$ cat src/rtl/prog_load_run_ctrl_if.sv
// prog_load_run_ctrl_if
//   Bundles the program-word stream and the core-facing instruction-memory /
//   execute-control signals that the load/run controller sits between.
//   Signals:
//     S_VALID, S_DATA, S_READY  - program word stream (valid/ready)
//     W_EN, ADDRESS, W_INSTRUCTION - instruction-memory write port of the core
//     R_EN                      - core execute enable
//     CORE_RST                  - active-low reset to the core
//   Modports:
//     slave  - controller view (consumes the stream, drives the core port)
//     master - environment view (sources the stream, observes the core port)
interface prog_load_run_ctrl_if #(
  parameter int ADDRESS_BITS = 4,
  parameter int DATA_WIDTH   = 32
);
  logic                    S_VALID;
  logic [DATA_WIDTH-1:0]   S_DATA;
  logic                    S_READY;
  logic                    W_EN;
  logic [ADDRESS_BITS-1:0] ADDRESS;
  logic [DATA_WIDTH-1:0]   W_INSTRUCTION;
  logic                    R_EN;
  logic                    CORE_RST;

  modport slave (
    input  S_VALID, S_DATA,
    output S_READY, W_EN, ADDRESS, W_INSTRUCTION, R_EN, CORE_RST
  );

  modport master (
    output S_VALID, S_DATA,
    input  S_READY, W_EN, ADDRESS, W_INSTRUCTION, R_EN, CORE_RST
  );
endinterface

$ cat src/rtl/prog_load_run_ctrl.sv
// prog_load_run_ctrl
//   Sequences a single-cycle RISC-V core: streams a program into its
//   instruction memory, pulses the core reset, then gates execution through
//   R_EN as a bounded run, a free run until HALT_REQ, or a single step.
//   Ports:
//     CLK, RST        - clock (rising edge), async active-low reset
//     LOAD_START/LOAD_COUNT - start a load of LOAD_COUNT words at address 0
//     RUN_START/RUN_CYCLES  - start a run of RUN_CYCLES cycles (0 = free run)
//     STEP            - run exactly one core cycle
//     HALT_REQ        - stop a run or abort a load
//     BUSY            - controller not idle
//     LOAD_DONE, RUN_DONE, ERR - one-cycle status pulses
//     CYCLE_CNT       - saturating count of cycles with R_EN high
//     bus             - stream and core-facing signals (see interface)
//
//   state | meaning
//   ------+---------------------------------------------------------------
//   IDLE  | waiting for LOAD_START / RUN_START / STEP
//   LOAD  | accepting program words, writing them one cycle later
//   CRST  | final word written while the core is held in reset (1 cycle)
//   RUN   | R_EN high; down-counter or HALT_REQ ends the run
module prog_load_run_ctrl #(
  parameter int ADDRESS_BITS = 4,
  parameter int DATA_WIDTH   = 32,
  parameter int CNT_WIDTH    = 16
) (
  input  logic                  CLK,
  input  logic                  RST,
  input  logic                  LOAD_START,
  input  logic [ADDRESS_BITS:0] LOAD_COUNT,
  input  logic                  RUN_START,
  input  logic [CNT_WIDTH-1:0]  RUN_CYCLES,
  input  logic                  STEP,
  input  logic                  HALT_REQ,
  output logic                  BUSY,
  output logic                  LOAD_DONE,
  output logic                  RUN_DONE,
  output logic                  ERR,
  output logic [CNT_WIDTH-1:0]  CYCLE_CNT,
  prog_load_run_ctrl_if.slave   bus
);

  localparam logic [1:0] IDLE = 2'd0;
  localparam logic [1:0] LOAD = 2'd1;
  localparam logic [1:0] CRST = 2'd2;
  localparam logic [1:0] RUN  = 2'd3;

  localparam int                    DEPTH   = 2 ** ADDRESS_BITS;
  localparam logic [ADDRESS_BITS:0] DEPTH_C = DEPTH[ADDRESS_BITS:0];
  localparam logic [ADDRESS_BITS:0] REM_ONE = (ADDRESS_BITS + 1)'(1);
  localparam logic [CNT_WIDTH-1:0]  RUN_ONE = CNT_WIDTH'(1);

  logic [1:0]              state_q, state_d;
  logic [ADDRESS_BITS-1:0] ptr_q, ptr_d;
  logic [ADDRESS_BITS:0]   remaining_q, remaining_d;
  logic [CNT_WIDTH-1:0]    run_left_q, run_left_d;
  logic                    free_run_q, free_run_d;
  logic                    w_en_q, w_en_d;
  logic [ADDRESS_BITS-1:0] addr_q, addr_d;
  logic [DATA_WIDTH-1:0]   wdata_q, wdata_d;
  logic                    r_en_q, r_en_d;
  logic                    core_rst_q, core_rst_d;
  logic                    busy_q, busy_d;
  logic                    load_done_q, load_done_d;
  logic                    run_done_q, run_done_d;
  logic                    err_q, err_d;
  logic [CNT_WIDTH-1:0]    cycle_cnt_q, cycle_cnt_d;
  logic                    accept;
  logic                    count_ok;

  assign accept   = (state_q == LOAD) && bus.S_VALID;
  assign count_ok = (LOAD_COUNT != '0) && (LOAD_COUNT <= DEPTH_C);

  always_comb begin
    state_d     = state_q;
    ptr_d       = ptr_q;
    remaining_d = remaining_q;
    run_left_d  = run_left_q;
    free_run_d  = free_run_q;
    w_en_d      = 1'b0;
    addr_d      = addr_q;
    wdata_d     = wdata_q;
    r_en_d      = 1'b0;
    load_done_d = 1'b0;
    run_done_d  = 1'b0;
    err_d       = 1'b0;
    cycle_cnt_d = cycle_cnt_q;

    // R_EN is only high in RUN, so this never collides with the load clear.
    if (r_en_q && (cycle_cnt_q != '1)) begin
      cycle_cnt_d = cycle_cnt_q + 1'b1;
    end

    // An accepted beat is written next cycle, even in an abort cycle.
    if (accept) begin
      w_en_d      = 1'b1;
      addr_d      = ptr_q;
      wdata_d     = bus.S_DATA;
      ptr_d       = ptr_q + 1'b1;
      remaining_d = remaining_q - 1'b1;
    end

    case (state_q)
      IDLE: begin
        if (LOAD_START) begin
          if (count_ok) begin
            state_d     = LOAD;
            ptr_d       = '0;
            remaining_d = LOAD_COUNT;
            cycle_cnt_d = '0;
          end else begin
            err_d = 1'b1;
          end
        end else if (RUN_START) begin
          state_d    = RUN;
          r_en_d     = 1'b1;
          run_left_d = RUN_CYCLES;
          free_run_d = (RUN_CYCLES == '0);
        end else if (STEP) begin
          state_d    = RUN;
          r_en_d     = 1'b1;
          run_left_d = RUN_ONE;
          free_run_d = 1'b0;
        end
      end
      LOAD: begin
        if (HALT_REQ) begin
          state_d = IDLE;
          err_d   = 1'b1;
        end else if (accept && (remaining_q == REM_ONE)) begin
          state_d = CRST;
        end
      end
      CRST: begin
        state_d     = IDLE;
        load_done_d = 1'b1;
      end
      RUN: begin
        // Terminal count at 1: the current R_EN cycle is the last one.
        if (HALT_REQ || (!free_run_q && (run_left_q == RUN_ONE))) begin
          state_d    = IDLE;
          run_done_d = 1'b1;
        end else begin
          r_en_d = 1'b1;
          if (!free_run_q) begin
            run_left_d = run_left_q - 1'b1;
          end
        end
      end
      default: state_d = IDLE;
    endcase

    core_rst_d = (state_d != CRST);
    busy_d     = (state_d != IDLE);
  end

  always_ff @(posedge CLK or negedge RST) begin
    if (!RST) begin
      state_q     <= IDLE;
      ptr_q       <= '0;
      remaining_q <= '0;
      run_left_q  <= '0;
      free_run_q  <= 1'b0;
      w_en_q      <= 1'b0;
      addr_q      <= '0;
      wdata_q     <= '0;
      r_en_q      <= 1'b0;
      core_rst_q  <= 1'b0;
      busy_q      <= 1'b0;
      load_done_q <= 1'b0;
      run_done_q  <= 1'b0;
      err_q       <= 1'b0;
      cycle_cnt_q <= '0;
    end else begin
      state_q     <= state_d;
      ptr_q       <= ptr_d;
      remaining_q <= remaining_d;
      run_left_q  <= run_left_d;
      free_run_q  <= free_run_d;
      w_en_q      <= w_en_d;
      addr_q      <= addr_d;
      wdata_q     <= wdata_d;
      r_en_q      <= r_en_d;
      core_rst_q  <= core_rst_d;
      busy_q      <= busy_d;
      load_done_q <= load_done_d;
      run_done_q  <= run_done_d;
      err_q       <= err_d;
      cycle_cnt_q <= cycle_cnt_d;
    end
  end

  assign bus.S_READY       = (state_q == LOAD);
  assign bus.W_EN          = w_en_q;
  assign bus.ADDRESS       = addr_q;
  assign bus.W_INSTRUCTION = wdata_q;
  assign bus.R_EN          = r_en_q;
  assign bus.CORE_RST      = core_rst_q;
  assign BUSY              = busy_q;
  assign LOAD_DONE         = load_done_q;
  assign RUN_DONE          = run_done_q;
  assign ERR               = err_q;
  assign CYCLE_CNT         = cycle_cnt_q;

endmodule

$ cat src/flat_wrapper.sv
// flat-port wrapper written by rule: the top's interface ports become plain ports
module prog_load_run_ctrl_flat 
#(
  parameter int ADDRESS_BITS = 4,
  parameter int DATA_WIDTH   = 32,
  parameter int CNT_WIDTH    = 16
)
  (CLK, RST, LOAD_START, LOAD_COUNT, RUN_START, RUN_CYCLES, STEP, HALT_REQ, BUSY, LOAD_DONE, RUN_DONE, ERR, CYCLE_CNT, bus_S_VALID, bus_S_DATA, bus_S_READY, bus_W_EN, bus_ADDRESS, bus_W_INSTRUCTION, bus_R_EN, bus_CORE_RST);
  prog_load_run_ctrl_if #(.ADDRESS_BITS(ADDRESS_BITS), .DATA_WIDTH(DATA_WIDTH)) bus_i ();
  input  logic CLK;
  input  logic RST;
  input  logic LOAD_START;
  input  logic [ADDRESS_BITS:0] LOAD_COUNT;
  input  logic RUN_START;
  input  logic [CNT_WIDTH-1:0] RUN_CYCLES;
  input  logic STEP;
  input  logic HALT_REQ;
  output logic BUSY;
  output logic LOAD_DONE;
  output logic RUN_DONE;
  output logic ERR;
  output logic [CNT_WIDTH-1:0] CYCLE_CNT;
  input wire logic [$bits(bus_i.S_VALID)-1:0] bus_S_VALID;
  input wire logic [$bits(bus_i.S_DATA)-1:0] bus_S_DATA;
  output wire logic [$bits(bus_i.S_READY)-1:0] bus_S_READY;
  output wire logic [$bits(bus_i.W_EN)-1:0] bus_W_EN;
  output wire logic [$bits(bus_i.ADDRESS)-1:0] bus_ADDRESS;
  output wire logic [$bits(bus_i.W_INSTRUCTION)-1:0] bus_W_INSTRUCTION;
  output wire logic [$bits(bus_i.R_EN)-1:0] bus_R_EN;
  output wire logic [$bits(bus_i.CORE_RST)-1:0] bus_CORE_RST;
  assign bus_i.S_VALID = bus_S_VALID;
  assign bus_i.S_DATA = bus_S_DATA;
  assign bus_S_READY = bus_i.S_READY;
  assign bus_W_EN = bus_i.W_EN;
  assign bus_ADDRESS = bus_i.ADDRESS;
  assign bus_W_INSTRUCTION = bus_i.W_INSTRUCTION;
  assign bus_R_EN = bus_i.R_EN;
  assign bus_CORE_RST = bus_i.CORE_RST;
  prog_load_run_ctrl #(.ADDRESS_BITS(ADDRESS_BITS), .DATA_WIDTH(DATA_WIDTH), .CNT_WIDTH(CNT_WIDTH)) u_core (.CLK(CLK), .RST(RST), .LOAD_START(LOAD_START), .LOAD_COUNT(LOAD_COUNT), .RUN_START(RUN_START), .RUN_CYCLES(RUN_CYCLES), .STEP(STEP), .HALT_REQ(HALT_REQ), .BUSY(BUSY), .LOAD_DONE(LOAD_DONE), .RUN_DONE(RUN_DONE), .ERR(ERR), .CYCLE_CNT(CYCLE_CNT), .bus(bus_i));
endmodule
$ cat config.mk
export PLATFORM = sky130hd
export DESIGN_NAME = prog_load_run_ctrl_flat
export DESIGN_NICKNAME = d
export VERILOG_FILES = /design/src/rtl/prog_load_run_ctrl_if.sv /design/src/rtl/prog_load_run_ctrl.sv /design/src/flat_wrapper.sv
export SDC_FILE = /design/constraint.sdc
export NUM_CORES = 1
export LEC_CHECK = 0
export ABC_AREA = 0
export BUFFER_PORTS_ARGS = -buffer_cell sky130_fd_sc_hd__buf_2
export CAP_MARGIN = 15
export CORE_MARGIN = 2
export CORE_UTILIZATION = 39
export DETAILED_ROUTE_END_ITERATION = 6
export SKIP_CTS_REPAIR_TIMING = 1
export SLEW_MARGIN = 20
export SYNTH_ARGS = -nofsm -noshare
export SYNTH_HDL_FRONTEND = slang
export SYNTH_SLANG_ARGS = --single-unit
$ cat constraint.sdc
create_clock -name CLK -period 5.3 [get_ports CLK]
set_input_delay 0.265 -clock CLK [delete_from_list [all_inputs] [get_ports CLK]]
set_output_delay 0.265 -clock CLK [all_outputs]
set_load 0.01 [all_outputs]
==> flow_summary.ini <==
[finish]
mostFrequentLayoutCell = nand2_1
final_cells = 729
final_cell_mix = nand2_1 (137), buf_2 (118), dfrtp_1 (87), nor2_1 (27), o21ai_0 (19)
fin_nets = 654
antenna_cells = 0
area_growth_pct = 21.8
drive_gt1_frac = 0.250

[logic_synthesis]
synth_ff_type = dfrtp_1
syn_inst = 471
synth_area_leaders = dfrtp_1 (51%), nand2_1 (12%), ha_1 (2.9%)
synth_edf_count = 0
synthArstFlopShare = 1.00
ys_types = 62
seq_area_frac_synth = 0.507
synth_top_area_share = 0.507
synth_nets = 541
synth_largest_area_cell = dfrtp_1
yosysWarnings = 0
synth_seq_cells = 87
syn_area_per_cell_um2 = 9.12
netlist_area_mm2 = 0.00430

[place]
gp_congestion = 0.843
dpl.hpwl_um = 7570
pre_cts_ws_ns = 2.77
numPortBuffers = 119
dp_cells = 712

[flow_run]
cap_violations = 0

[floorplan]
coreArea_mm2 = 0.0108
fp.dieH_um = 109
rows = 38
io_pins = 120
die_x_um = 109
dieArea_mm2 = 0.0119
initial_core_util = 0.398

[timing]
rsz0062_at_grt = no
slew_headroom = 0.362
setup_violations = 0
fin_hold_ws_ns = 0.0947
drv_slew = 0
min_period_ns = 2.56
tns_ns = 0
clock.fmax_ghz = 0.391
worst_slew_pin_slew_ns = 0.956
setup_ws_ns = 2.74
skew_ns = 0.0141
fin_crit_sh = 0.482
finalHoldViolations = 0

[critical_path]
rr_startpoint = u_core.state_q[0]
cp-end-kind = flop
critPathKind = flop to flop
critPathLaunchType = flop
critPathArrivalTime_ns = 2.81
r2r-end = u_core.run_left_q[7]
startpoint = u_core.state_q[0]
cp_max_fo = 37
cp.required_ns = 5.55
ff2ff_path_depth = 7
r2r_slack_ns = 2.74

[pwr]
peakVddDrop_v = 0.000178
p_leak_nw = 2.61
p_per_area_mw_per_mm2 = 496

[clocking]
cts_tree = done
cts_max_level = 3
cts_root_buffer = clkbuf_8
clk_pin_slew_ns = 0.09
cts_sinks = 87
cts_buffers = 9
clockBufferDepth = 2
clock_latency_ns = 0.36

[drt]
detail_route.iter0.violations = 176
routedWlPerCell_um = 14.6
drc = 0
drt-total-wl_um = 10700
ant_nets = 0
vias = 3727
viasPerCell = 5.11
firstDrtPassIters = 6

[global_routing]
overflow = 0
grt_pass1_wl_um = 17500
grt.busiest_layer = met2
grt_max_degree = 69
grtUsageTotal = 0.188
grt_util_met3 = 0.0389
grt_pass1_vias = 3616
grtUsageMet1 = 0.242
antenna_found_initial = 0
grtUsageMet2 = 0.302

[run_status]
status = finished clean

[worst_hold_path]
hold_start = bus_S_DATA[7]
worstHoldPathCells = 3
min_to = u_core.bus.W_INSTRUCTION[7]
hold_class = input port to flop
## sequential cells by signal, indices dropped and copies added (netlist names)
register and cells:
u_core.RUN_DONE 1, u_core.BUSY 1, u_core.bus.ADDRESS 4, u_core.bus.R_EN 1, u_core.remaining_q 5, u_core.bus.W_EN 1, u_core.LOAD_DONE 1, u_core.bus.W_INSTRUCTION 32
u_core.ptr_q 4, u_core.run_left_q 16, u_core.bus.CORE_RST 1, u_core.free_run_q 1, u_core.state_q 2, u_core.CYCLE_CNT 16, u_core.ERR 1
## final cells by class
class,count,area (µm²)
Fill cell,1080,5560
Sequential cell,87,2180
Multi-Input combinational cell,350,1990
Timing Repair Buffer,124,638
Tap cell,140,175
Clock buffer,11,131
Clock inverter,5,81.3
Inverter,12,45.0
## routing by layer
metal | vias to the layer above | wire length, µm
li1 | 1855 | -
met1 | 1759 | 4810
met2 | 94 | 5100
met3 | 19 | 491
met4 | 0 | 270
met5 | - | 0
## cells by family (layout without fill, tap and decap cells)
logic type                 after synthesis  after routing  share of synthesized area
adders and majority gates               10             10                     0.0291
xor gates and xnor gates                20             20                     0.0408
and+or+nand+nor                        233            233                      0.257
DFF                                     87             87                      0.507
muxes                                    1              1                    0.00233
AOI/OAI and AO/OA                       86             86                      0.133
buffers and inverters                   34            152                     0.0312
## worst max-delay path by stage
| stage | endpoint | slack [ns] |
|---|---|---|
| 5_1_grt | u_core.run_left_q[1] | 2.50 |
| 4_1_cts | u_core.run_left_q[7] | 2.74 |
| 2_1_floorplan | u_core.run_left_q[7] | 3.29 |
| 6_report | u_core.run_left_q[7] | 2.74 |
| 3_5_place_dp | u_core.run_left_q[7] | 2.77 |
| 3_3_place_gp | u_core.run_left_q[7] | 2.82 |
## synthesized netlist by cell type (all sizes together), types with 2 or more instances
library cell	n
inv	11
nor2b	5
a311oi	2
ha	10
xor2	10
clkbuf	16
a21oi	16
a32oi	6
or3	3
o31a	2
nor4bb	2
nand4	10
nor4	11
a22oi	4
o22ai	2
xnor2	10
nor3b	4
o21ai	28
a221oi	2
o211ai	2
a21boi	7
nor2	27
and2	2
a211oi	2
buf	6
and3	7
nor3	7
nand2	137
nand3	7
dfrtp	87
o311ai	3
o21a	2
## stage by stage
stage	utilization	cell area (µm²)	total power, W
floorplan	-	4300	0.00174
global placement	0.464	5010	0.00207
detailed placement	0.464	5010	0.00210
CTS	0.484	5220	0.00263
global route	0.485	5240	0.00282
finish	0.485	5240	0.00259
## critical path, cell delays in order, from the launching register on
cell	delay, ns
dfrtp_1	0.43
ha_1	0.18
buf_4	0.33
nor2_1	0.09
a211o_1	0.50
a41o_1	0.49
a221o_1	0.33
o21a_1	0.10
## power by group
part / leakage (nW) / switching, W / internal (W)
registers: 1.12 / 0.000179 / 0.000900
clock network: 0.104 / 0.000243 / 0.000267
logic: 1.38 / 0.000608 / 0.000397
(Power assumes the default switching activity.)
